**src/rtl/spi_bpl_poll_master.sv**
```systemverilog
// SPI mode-0 initiator for the backplane bus: one command byte {rw, adr},
// a turnaround gap, then an NBIT-bit full-duplex data phase.
module spi_bpl_poll_master #(
    parameter int NBIT     = 8,
    parameter int CLK_DIV  = 4,
    parameter int TURN_CYC = 8,
    parameter int CS_GAP   = 8
) (
    input  logic            clk,
    input  logic            rst,
    input  logic            start,
    input  logic [6:0]      adr,
    input  logic            rw,
    input  logic [NBIT-1:0] wdata,
    output logic            busy,
    output logic            done,
    output logic [NBIT-1:0] rdata,
    output logic            sclk,
    output logic            mosi,
    input  logic            miso,
    output logic            cs
);

    typedef enum logic [2:0] {IDLE, SETUP, ADDR, TURN, DATA, HOLD, GAP} state_t;

    localparam logic [7:0] DIV_LAST  = 8'(CLK_DIV - 1);
    localparam logic [7:0] TURN_LAST = 8'(TURN_CYC - 1);
    localparam logic [7:0] GAP_LAST  = 8'(CS_GAP - 1);
    localparam logic [4:0] ABIT_LAST = 5'd7;
    localparam logic [4:0] DBIT_LAST = 5'(NBIT - 1);

    state_t          state;
    logic [7:0]      cyc_cnt;
    logic [4:0]      bit_cnt;
    logic [7:0]      cmd_sr;
    logic            rw_q;
    logic [NBIT-1:0] wdata_sr;
    logic [NBIT-1:0] cap_sr;
    logic            miso_meta;
    logic            miso_sync;

    logic            half_end;
    logic [7:0]      cmd_shl;
    logic [NBIT-1:0] wdata_shl;
    logic [NBIT-1:0] cap_next;

    assign half_end  = (cyc_cnt == DIV_LAST);
    assign cmd_shl   = cmd_sr << 1;
    assign wdata_shl = wdata_sr << 1;
    assign cap_next  = (cap_sr << 1) | NBIT'(miso_sync);

    // miso idles high, so the synchronizer resets to the idle level.
    always_ff @(posedge clk) begin
        if (rst) begin
            miso_meta <= 1'b1;
            miso_sync <= 1'b1;
        end else begin
            miso_meta <= miso;
            miso_sync <= miso_meta;
        end
    end

    // NOTE: state registers use non-blocking assignments so every branch
    // below sees the pre-edge values of sclk, cyc_cnt and the shift registers.
    always_ff @(posedge clk) begin
        if (rst) begin
            state    <= IDLE;
            cyc_cnt  <= '0;
            bit_cnt  <= '0;
            cmd_sr   <= '0;
            rw_q     <= 1'b0;
            wdata_sr <= '0;
            cap_sr   <= '0;
            rdata    <= '0;
            busy     <= 1'b0;
            done     <= 1'b0;
            sclk     <= 1'b0;
            mosi     <= 1'b0;
            cs       <= 1'b1;
        end else begin
            done <= 1'b0;
            case (state)
                IDLE: begin
                    if (start) begin
                        cmd_sr   <= {rw, adr};
                        rw_q     <= rw;
                        wdata_sr <= wdata;
                        mosi     <= rw;
                        cs       <= 1'b0;
                        busy     <= 1'b1;
                        cyc_cnt  <= '0;
                        state    <= SETUP;
                    end
                end

                SETUP: begin
                    if (half_end) begin
                        cyc_cnt <= '0;
                        bit_cnt <= '0;
                        state   <= ADDR;
                    end else begin
                        cyc_cnt <= cyc_cnt + 8'd1;
                    end
                end

                // Each bit is a low half then a high half; mosi moves only as
                // sclk falls, so it is stable across the whole bit.
                ADDR: begin
                    if (!half_end) begin
                        cyc_cnt <= cyc_cnt + 8'd1;
                    end else begin
                        cyc_cnt <= '0;
                        if (!sclk) begin
                            sclk <= 1'b1;
                        end else begin
                            sclk <= 1'b0;
                            if (bit_cnt == ABIT_LAST) begin
                                mosi  <= 1'b0;
                                state <= TURN;
                            end else begin
                                bit_cnt <= bit_cnt + 5'd1;
                                cmd_sr  <= cmd_shl;
                                mosi    <= cmd_shl[7];
                            end
                        end
                    end
                end

                TURN: begin
                    if (cyc_cnt == TURN_LAST) begin
                        cyc_cnt <= '0;
                        bit_cnt <= '0;
                        mosi    <= rw_q & wdata_sr[NBIT-1];
                        state   <= DATA;
                    end else begin
                        cyc_cnt <= cyc_cnt + 8'd1;
                    end
                end

                // Capture on the last clk of the low half, just before sclk rises.
                DATA: begin
                    if (!half_end) begin
                        cyc_cnt <= cyc_cnt + 8'd1;
                    end else begin
                        cyc_cnt <= '0;
                        if (!sclk) begin
                            sclk   <= 1'b1;
                            cap_sr <= cap_next;
                        end else begin
                            sclk <= 1'b0;
                            if (bit_cnt == DBIT_LAST) begin
                                mosi  <= 1'b0;
                                state <= HOLD;
                            end else begin
                                bit_cnt  <= bit_cnt + 5'd1;
                                wdata_sr <= wdata_shl;
                                mosi     <= rw_q & wdata_shl[NBIT-1];
                            end
                        end
                    end
                end

                HOLD: begin
                    if (half_end) begin
                        cyc_cnt <= '0;
                        cs      <= 1'b1;
                        done    <= 1'b1;
                        rdata   <= cap_sr;
                        state   <= GAP;
                    end else begin
                        cyc_cnt <= cyc_cnt + 8'd1;
                    end
                end

                GAP: begin
                    if (cyc_cnt == GAP_LAST) begin
                        cyc_cnt <= '0;
                        busy    <= 1'b0;
                        state   <= IDLE;
                    end else begin
                        cyc_cnt <= cyc_cnt + 8'd1;
                    end
                end

                default: state <= IDLE;
            endcase
        end
    end

endmodule
```
**config.mk**
```make
export PLATFORM = sky130hd
export DESIGN_NAME = spi_bpl_poll_master
export DESIGN_NICKNAME = d
export VERILOG_FILES = /design/src/rtl/spi_bpl_poll_master.sv
export SDC_FILE = /design/constraint.sdc
export NUM_CORES = 1
export LEC_CHECK = 0
export CAP_MARGIN = 20
export CORE_UTILIZATION = 55
export CTS_CLUSTER_DIAMETER = 60
export DETAILED_ROUTE_END_ITERATION = 10
export PLACE_DENSITY = 0.79
export REMOVE_ABC_BUFFERS = 1
export SKIP_LAST_GASP = 1
export SYNTH_ARGS = -nofsm -noshare
export SYNTH_HDL_FRONTEND = slang
export SYNTH_SLANG_ARGS = --single-unit
```
**constraint.sdc**
```tcl
create_clock -name clk -period 2.51 [get_ports clk]
set_input_delay 0.502 -clock clk [delete_from_list [all_inputs] [get_ports clk]]
set_output_delay 0.502 -clock clk [all_outputs]
set_load 0.02 [all_outputs]
```
==> results of run 1 <==
-- cell type report --
type,instances,share of cell area
Inverter,2,0.00234
Timing Repair Buffer,48,0.136
Sequential cell,55,0.344
Clock buffer,5,0.0215
Tap cell,67,0.0262
Multi-Input combinational cell,257,0.463
Clock inverter,3,0.00703
-- sequential cells by signal (all words and copies together) (netlist names) --
name / flops
miso_sync: 1
cyc_cnt: 8
state: 3
cs: 1
bit_cnt: 5
done: 1
cap_sr: 8
sclk: 1
wdata_sr: 8
rdata: 8
rw_q: 1
mosi: 1
busy: 1
cmd_sr: 7
miso_meta: 1
-- worst min path at each step --
| stage | startpoint | endpoint | slack (ps) | depth (start not counted) |
|---|---|---|---|---|
| 2_1_floorplan | miso_meta | miso_sync | 390 | 1 |
| 3_3_place_gp | miso_meta | miso_sync | 390 | 1 |
| 3_5_place_dp | miso_meta | miso_sync | 390 | 1 |
| 4_1_cts | miso_meta | miso_sync | 420 | 1 |
| 5_1_grt | miso_meta | miso_sync | 450 | 1 |
| 6_report | miso_meta | miso_sync | 420 | 1 |
-- report_power, final --
group	total (mW)	internal (mW)	switching, mW
registers	0.918	0.899	0.0185
clock network	0.503	0.201	0.303
logic	0.161	0.0792	0.0822
total	1.58	1.18	0.403
-- through the flow --
stage | power, mW | std cells | instance area [sq um] | hold WS (ps) | utilization
3_5_place_dp | 1.10 | 429 | 3110 | 394 | 0.659
6_report | 1.58 | 437 | 3200 | 418 | 0.678
4_1_cts | 1.59 | 437 | 3200 | 419 | 0.678
2_1_floorplan | 1.02 | 314 | 2590 | 389 | -
3_3_place_gp | 1.09 | 429 | 3110 | 391 | 0.659
5_1_grt | 1.66 | 437 | 3200 | 450 | 0.678
-- cell usage after synthesis (2+ instances only) --
master	n
o21ai_0	24
nand3b_1	2
nand2_1	52
or3_1	3
nor3_1	7
a22o_1	3
ha_1	2
nand2b_1	4
and3_1	3
a21oi_1	33
or4_1	2
a31oi_1	7
nor2b_1	6
nand3_1	21
a211oi_1	4
a311oi_1	5
or2_2	2
xnor2_1	3
a211o_1	8
a21boi_0	2
nor2_1	28
dfxtp_1	55
nor4_1	3
clkbuf_1	11
buf_2	11
inv_1	2
mux2i_1	8
-- worst max-delay path: stages, from the launching register on --
cell and delay (ps):
dfxtp_1 390, ha_1 260, nor2b_1 200, nand3_1 150
o31ai_2 750, nor2_1 90, a311oi_1 280
-- kinds of logic after synthesis --
kind of cell	Yosys count	synth area share
XOR/XNOR	4	0.0130
AND/OR/NAND/NOR	146	0.269
AO/OA/AOI/OAI	97	0.229
adder cells (fa/ha/maj)	2	0.00927
multiplexers	8	0.0297
flip-flops	55	0.408
buffers and inverters	25	0.0427
-- metal layers --
layer | GRT usage | part of all wire
met5 | 0 | 0
met4 | 0.0741 | 0.013
met3 | 0.0431 | 0.044
met2 | 0.366 | 0.46
met1 | 0.342 | 0.48
==> metrics, run 1 <==
CTS tree built; most common cell after layout, fill and taps aside dfxtp_1; Final WS setup 304 ps; Area Growth Syn to Fin 18.6%; Die ar. 5190 sq um; CTS Buffer Depth 2; Worst EP required between 2000 and 3000 ps; initial drt markers 164; via count ~2500; sequential cell area 1100 sq um; clock skew 9.43 ps; placer congestion estimate a little under 0.9; RSZ-0062 raised after global routing no; Die Ht between 70 and 80 um; CP startpoint kind flip-flop; critical path class flip-flop to flip-flop; Syn Area/Cell about 8.0 sq um; n_diodes 0; routed vias/inst roughly 5.6; Synth area leaders dfxtp_1 41%, nand2_1 7.2%, a21oi_1 6.1%; Wirelength per Cell 13.4 um; CP Launch Point cyc_cnt[0]; Yosys reg bits 55; final hold violations 0; largest net degree at the start of global routing 39; Syn Inst Count between 300 and 400; Worst-path clk slew about 100 ps; Multi-input gate area 1480 sq um; FP Rows 25; Seq/Total Area, Yosys 0.408; Routed WL 5840 um; LEAKAGE 1.21 nW; Worst-Skew Late Latency ~320 ps; CP Capture Type flip-flop; first-pass GRT wire length a little under 10000 um; vias in the first global route 2169; PwrDens 494 nW/um^2; most used flip-flop cell after synthesis dfxtp_1; share of layout cells above drive strength 1 0.103; max-cap violations 0; Boundary Pins 33; Initial Utilization 0.571; DRT antenna net count 0; Final Max Tran Viols 0; Reg2Reg Setup Slack 300 ps; Netlist Area Pre-Place 2700 sq um; Final period util 0.879; Root Driver clkbuf_8; fillers 402; count of input and output buffers 32; status finished clean; Cell variety after synth 53; Post-CTS Resized 0; Num CTS Buffers 5; GRT Overall Usage 0.239; FFs w/ async S/R, synth 0; setup TNS 0 ps; biggest area consumer among synthesized cells dfxtp_1; post-layout minimum cycle time 2210 ps; CTS H-Tree Depth 2; Setup Viol. Count Final 0; Synth top area share 0.408; Pre-Repair DR Iteration Count 4; Crit Path Max Fanout 13; core outline area 4720 sq um; VDD IR max 0.322 mV; YS warnings 0; cts hold-fix bufs 0; depth of the worst register-to-register path 6; Remaining DRCs 0; Die W 72.1 um; worst r2r src cyc_cnt[0]; commonest non-fill, non-tap cells in the layout 55 x dfxtp_1, 52 x nand2_1, 33 x a21oi_1; Highest Clock Rate around 0.45 GHz; setup bufs post-CTS 0; antenna violations before repair 0; total gr overflow 0; crit path to cmd_sr[4]; Post-synth EDFFs 0; post-DP HPWL 4070 um; Slew @ Worst Pin 808 ps; Relative slew margins 0.458; WP data arrival 2430 ps; fin nets 391; dpl ws 315 ps; Hold Path Class flip-flop to flip-flop; worst reg2reg path endpoint cmd_sr[4]; clock sink count 55
Note: power is estimated with default switching activity, not from simulation.
==> inputs of run 2 (changes only) <==
--- a/config.mk
+++ b/config.mk
@@ -6,6 +6,7 @@
 export NUM_CORES = 1
 export LEC_CHECK = 0
 export CAP_MARGIN = 20
+export CORE_ASPECT_RATIO = 0.6
 export CORE_UTILIZATION = 55
 export CTS_CLUSTER_DIAMETER = 60
 export DETAILED_ROUTE_END_ITERATION = 10
==> run 2 against run 1 <==
Register-to-register slack hardly changed. First-iteration DRC count increased by 59%. Via count up 2.7%. Final area shrank 0.23%. Count of clock-buffer cells in the layout stayed put. Highest routed layer unchanged. Clock skew rose by 1.5 ps.
==> metrics, run 2 (synthesis results as in run 1) <==
CTS Buffer Depth 2 (unchanged); depth of the worst register-to-register path 5 (was 6); Die W 92.4 um (was 72.1 um); Final period util 0.876 (was 0.879); LEAKAGE 1.20 nW (was 1.21 nW); Final WS setup 311 ps (was 304 ps); VDD IR max 0.267 mV (was 0.322 mV); max-cap violations 0 (unchanged); status finished clean (unchanged); total gr overflow 0 (unchanged); first-pass GRT wire length 10000 um (was 9890 um); placer congestion estimate 0.865 (was 0.867); CTS tree built (unchanged); Root Driver clkbuf_8 (unchanged); clock skew 11.0 ps (was 9.43 ps); dpl ws 346 ps (was 315 ps); cts hold-fix bufs 0 (unchanged); Crit Path Max Fanout 22 (was 13); Slew @ Worst Pin 784 ps (was 808 ps); Wirelength per Cell 14.1 um (was 13.4 um); Initial Utilization 0.582 (was 0.571); core outline area 4640 sq um (was 4720 sq um); CP startpoint kind flip-flop (unchanged); Routed WL 6080 um (was 5840 um); PwrDens 503 nW/um^2 (was 494 nW/um^2); clock power share 0.326 (was 0.318); Flop pwr share 0.574 (was 0.580); Worst EP required 2760 ps (was 2730 ps); WP data arrival 2450 ps (was 2430 ps); switching power 0.420 mW (was 0.403 mW); final hold violations 0 (unchanged); antenna violations before repair 0 (unchanged); post-layout minimum cycle time 2200 ps (was 2210 ps); CP Cell Sequence nor2b_1 > a311o_1 > a2bb2oi_1 > or4b_2 > a21oi_1 (was ha_1 > nor2b_1 > nand3_1 > o31ai_2 > nor2_1 > a311oi_1); Multi-input gate area 1480 sq um (unchanged); share of layout cells above drive strength 1 0.100 (was 0.103); post-DP HPWL 4380 um (was 4070 um); Remaining DRCs 0 (unchanged); worst path bufs/invs 0 (unchanged); CP Launch Point state[1] (was cyc_cnt[0]); Setup Viol. Count Final 0 (unchanged); count of input and output buffers 32 (unchanged); DRT antenna net count 0 (unchanged); worst reg2reg path endpoint bit_cnt[1] (was cmd_sr[4]); Post-CTS Resized 0 (unchanged); CTS H-Tree Depth 2 (unchanged); Area Growth Syn to Fin 18.4% (was 18.6%); n_diodes 0 (unchanged); FP Rows 19 (was 25); initial drt markers 260 (was 164); setup TNS 0 ps (unchanged); crit path to bit_cnt[1] (was cmd_sr[4]); sequential cell area 1100 sq um (unchanged); GRT Overall Usage 0.245 (was 0.239); CP Capture Type flip-flop (unchanged); Reg2Reg Setup Slack 310 ps (was 300 ps); fillers 403 (was 402); RSZ-0062 raised after global routing no (unchanged); Die Ht 56.3 um (was 72.1 um); CP top delay family simple AND/OR/NAND/NOR gates (was compound AO/OA/AOI/OAI gates); critical path class flip-flop to flip-flop (unchanged); Worst-Skew Late Latency 320 ps (about the same); vias in the first global route 2080 (was 2169); Highest Clock Rate 0.455 GHz (was 0.453 GHz); Relative slew margins 0.474 (was 0.458); via count 2532 (was 2465); setup bufs post-CTS 0 (unchanged); worst r2r src state[1] (was cyc_cnt[0]); Hold Path Class flip-flop to flip-flop (unchanged); Pre-Repair DR Iteration Count 5 (was 4); Die ar. 5200 sq um (was 5190 sq um); Num CTS Buffers 5 (unchanged); WP depth 5 (was 6); Worst-path clk slew 110 ps (was 100 ps); clock sink count 55 (unchanged); Slowest cell on crit path dfxtp_1 (was o31ai_2); commonest non-fill, non-tap cells in the layout 55 x dfxtp_1, 52 x nand2_1, 33 x a21oi_1 (unchanged); most common cell after layout, fill and taps aside dfxtp_1 (unchanged); Sw Share 0.262 (was 0.255); Int Pwr 1.19 mW (was 1.18 mW); Boundary Pins 33 (unchanged); Comb pwr share 0.099 (was 0.102); Final Max Tran Viols 0 (unchanged); routed vias/inst 5.86 (was 5.64); largest net degree at the start of global routing 31 (was 39); fin nets 390 (was 391); slowest stage delay, CP 800 ps (was 750 ps)
-- run 2: power by group through the flow --
stage,Clock [mW],Combinational [mW],Sequential [mW]
CTS,0.533,0.159,0.921
global route,0.574,0.176,0.925
detailed placement,0,0.158,0.941
floorplan,0,0.0750,0.940
global placement,0,0.155,0.940
finish,0.524,0.160,0.922
-- run 2: metrics by stage --
stage	power, mW	instance area [sq um]	hold WS, ps	cells	utilization
final	1.61	3190	423	432	0.689
after global routing	1.67	3190	432	432	0.689
after CTS	1.61	3190	427	432	0.689
after detailed placement	1.10	3100	403	424	0.668
after global placement	1.10	3100	394	424	0.668
after floorplan	1.02	2590	389	314	-
-- run 2: worst min path at each step --
stage,startpoint,to,slack (ps),depth (start not counted)
after detailed placement,miso_meta,miso_sync,400,1
after global routing,miso_meta,miso_sync,430,1
after CTS,miso_meta,miso_sync,430,1
after floorplan,miso_meta,miso_sync,390,1
final,miso_meta,miso_sync,420,1
after global placement,miso_meta,miso_sync,390,1
-- run 2: final cells by class --
cell class              count  share of cell area
clock inverters             3             0.00862
multi-input cells         257               0.464
inverters                   2             0.00235
repair buffers             47               0.134
well taps                  63              0.0247
clock buffers               5              0.0215
flip-flops and latches     55               0.345
-- run 2: metal layers --
layer | part of all wire | vias up | routed length (um) | track usage
li1 | - | 1275 | - | -
met2 | 0.38 | 74 | 2340 | 0.308
met5 | 0 | - | 0 | 0
met4 | 0.012 | 0 | 76 | 0.0826
met1 | 0.54 | 1173 | 3260 | 0.403
met3 | 0.068 | 10 | 413 | 0.0447
==> inputs of run 3 (changes only) <==
--- a/config.mk
+++ b/config.mk
@@ -5,6 +5,7 @@
 export SDC_FILE = /design/constraint.sdc
 export NUM_CORES = 1
 export LEC_CHECK = 0
+export ABC_AREA = 1
 export CAP_MARGIN = 20
 export CORE_ASPECT_RATIO = 0.6
 export CORE_UTILIZATION = 55
==> run 3 against run 2 <==
First-iteration DRC count fell by 3.8%. Sequential power up 24%. Register-to-register slack improved by 200 ps. Clock skew fell by 6.4 ps. Combinational power increased to 7.3 times the previous value. Worst hold slack improved by 1.7 ps. Non-clock buffer count is 13 lower. Sequential share of layout area grew 0.30 points. Routed wire length rose by 2.5%. Critical path type unchanged. Critical endpoint is now state[0].
==> metrics, run 3 <==
status finished clean (unchanged); worst path bufs/invs 3 (was 0); final hold violations 0 (unchanged); slowest stage delay, CP 480 ps (was 800 ps); Synth Area in Compound Gates 0.119 (was 0.229); FP Rows 19 (unchanged); first-pass GRT wire length 10600 um (was 10000 um); n_diodes 0 (unchanged); Die ar. 5200 sq um (about the same); CP Launch Point state[0] (was state[1]); fillers 408 (was 403); Relative slew margins 0.714 (was 0.474); Final period util 0.797 (was 0.876); combinational family with the most area after synthesis simple AND/OR/NAND/NOR gates (unchanged); most used flip-flop cell after synthesis dfxtp_1 (unchanged); Root Driver clkbuf_8 (unchanged); initial drt markers 250 (was 260); GRT Overall Usage 0.257 (was 0.245); worst hold path depth 1 (unchanged); CTS Buffer Depth 2 (unchanged); Boundary Pins 33 (unchanged); Setup Viol. Count Final 0 (unchanged); Initial Utilization 0.583 (was 0.582); max-cap violations 0 (unchanged); Final Max Tran Viols 0 (unchanged); multiplexer share of the synthesized area 0 (was 0.0297); CP Capture Type flip-flop (unchanged); Die W 92.5 um (was 92.4 um); met3 usage 0.0488 (was 0.0447); critical path class flip-flop to flip-flop (unchanged); busiest grt layer met2 (was met1); core outline area 4640 sq um (unchanged); CTS tree built (unchanged); CP top delay family simple AND/OR/NAND/NOR gates (unchanged); Post-synth EDFFs 0 (unchanged); setup TNS 0 ps (unchanged); Post-CTS Resized 0 (unchanged); adder-cell area share of the yosys netlist 0.00926 (was 0.00927); Cell variety after synth 27 (was 53); Synth top area share 0.408 (about the same); crit path to state[0] (was bit_cnt[1]); WP data arrival 2210 ps (was 2450 ps); vias in the first global route 2357 (was 2080); LEAKAGE 1.39 nW (was 1.20 nW); WP depth 11 (was 5); Pre-Repair DR Iteration Count 5 (unchanged); post-DP HPWL 4580 um (was 4380 um); YS warnings 0 (unchanged); largest net degree at the start of global routing 33 (was 31); most frequent cell after synthesis nand2_1 (was dfxtp_1); Syn Inst Count 410 (was 337); total gr overflow 0 (unchanged); via count 2641 (was 2532); worst r2r src state[0] (was state[1]); Reg2Reg Setup Slack 510 ps (was 310 ps); xor/xnor share of the synthesized area 0 (was 0.0130); Worst EP required 2720 ps (was 2760 ps); synth cell count leaders 114 x nand2_1, 75 x nor2_1, 55 x dfxtp_1, 37 x inv_1, 33 x o21ai_0 (was 55 x dfxtp_1, 52 x nand2_1, 33 x a21oi_1, 28 x nor2_1, 24 x o21ai_0); Worst-Skew Late Latency 310 ps (was 320 ps); post-synthesis simple-gate area fraction 0.389 (was 0.269); Highest Clock Rate 0.500 GHz (was 0.455 GHz); DRT antenna net count 0 (unchanged); Netlist Area Pre-Place 2700 sq um (about the same); Overall Power 2.90 mW (was 1.61 mW); Routed WL 6240 um (was 6080 um); GRT met2 Usage 0.385 (was 0.308); placer congestion estimate 0.925 (was 0.865); antenna violations before repair 0 (unchanged); Syn Area/Cell 6.59 sq um (was 8.01 sq um); routed vias/inst 5.22 (was 5.86); Top cell by count, worst path nand2_1; Slowest cell on crit path dfxtp_1 (unchanged); RSZ-0062 raised after global routing no (unchanged); Num CTS Buffers 5 (unchanged); setup bufs post-CTS 0 (unchanged); depth of the worst register-to-register path 11 (was 5); commonest non-fill, non-tap cells in the layout 114 x nand2_1, 75 x nor2_1, 55 x dfxtp_1 (was 55 x dfxtp_1, 52 x nand2_1, 33 x a21oi_1); biggest area consumer among synthesized cells dfxtp_1 (unchanged); Seq/Total Area, Yosys 0.408 (about the same); Remaining DRCs 0 (unchanged); Yosys reg bits 55 (unchanged); met1 Track Usage GR 0.382 (was 0.403); share of layout cells above drive strength 1 0.0655 (was 0.100); clock skew 4.59 ps (was 11.0 ps); Crit Path Max Fanout 15 (was 22); FFs w/ async S/R, synth 0 (unchanged); CP startpoint kind flip-flop (unchanged); Wirelength per Cell 12.3 um (was 14.1 um); Area Growth Syn to Fin 17.2% (was 18.4%); Synth area leaders dfxtp_1 41%, nand2_1 16%, nor2_1 10% (was dfxtp_1 41%, nand2_1 7.2%, a21oi_1 6.1%); post-layout minimum cycle time 2000 ps (was 2200 ps); clock sink count 55 (unchanged); fin nets 465 (was 390); Die Ht 56.3 um (about the same); Slew @ Worst Pin 424 ps (was 784 ps); VDD IR max 0.457 mV (was 0.267 mV); Worst-path clk slew 100 ps (was 110 ps); CP Cell Sequence inv_2 > nand3_2 > nand2_2 > inv_1 > nand2_1 > nand2_2 > inv_1 > nor2_1 > nand2_1 > nand2_1 > nor2_1 (was nor2b_1 > a311o_1 > a2bb2oi_1 > or4b_2 > a21oi_1); Hold Path Class flip-flop to flip-flop (unchanged); PwrDens 916 nW/um^2 (was 503 nW/um^2); count of input and output buffers 32 (unchanged); cts hold-fix bufs 0 (unchanged); worst reg2reg path endpoint state[0] (was bit_cnt[1]); most common cell after layout, fill and taps aside nand2_1 (was dfxtp_1); CTS H-Tree Depth 2 (unchanged)
run 3: cell count changes after synthesis, sizes merged, moves of 12 or more:
cell / delta
nand2: +67
nor2: +48
inv: +37
o21ai: +13
a21oi: -12
nand3: +12
run 3: worst min-delay path by stage:
stage / slack (ps) / endpoint / start
after detailed placement: 400 / miso_sync / miso_meta
after CTS: 420 / miso_sync / miso_meta
after global routing: 430 / miso_sync / miso_meta
final: 430 / miso_sync / miso_meta
after global placement: 400 / miso_sync / miso_meta
after floorplan: 390 / miso_sync / miso_meta
run 3: layer usage:
layer | vias up | share of wire
met5 | - | 0
met4 | 0 | 0.0088
met3 | 7 | 0.066
met2 | 96 | 0.41
met1 | 1163 | 0.52
li1 | 1375 | -
run 3: stage by stage:
step | hold slack, ps | setup slack (ps) | std cells | area, sq um | util
after floorplan | 389 | 956 | 402 | 2650 | -
after CTS | 423 | 548 | 506 | 3170 | 0.683
after detailed placement | 401 | 506 | 499 | 3060 | 0.660
final | 425 | 509 | 506 | 3170 | 0.683
after global placement | 403 | 599 | 499 | 3060 | 0.660
after global routing | 426 | 378 | 506 | 3170 | 0.683
run 3: cells by family after synthesis:
logic type,count (synthesis)
compound gates,60
fa+ha+maj,2
buf+inv,48
flops,55
simple gates,245
run 3: cell type report:
class	count	area (sq um)	area share
Clock inverter	2	37.5	0.0119
Inverter	40	150	0.0474
Sequential cell	55	1100	0.348
Tap cell	63	78.8	0.0249
Multi-Input combinational cell	307	1400	0.441
Timing Repair Buffer	34	335	0.106
Clock buffer	5	68.8	0.0217
run 3: power by group:
| part | internal (mW) | switching (mW) |
|---|---|---|
| Sequential | 1.02 | 0.117 |
| Combinational | 0.397 | 0.775 |
| Clock | 0.292 | 0.294 |
| Total | 1.71 | 1.19 |
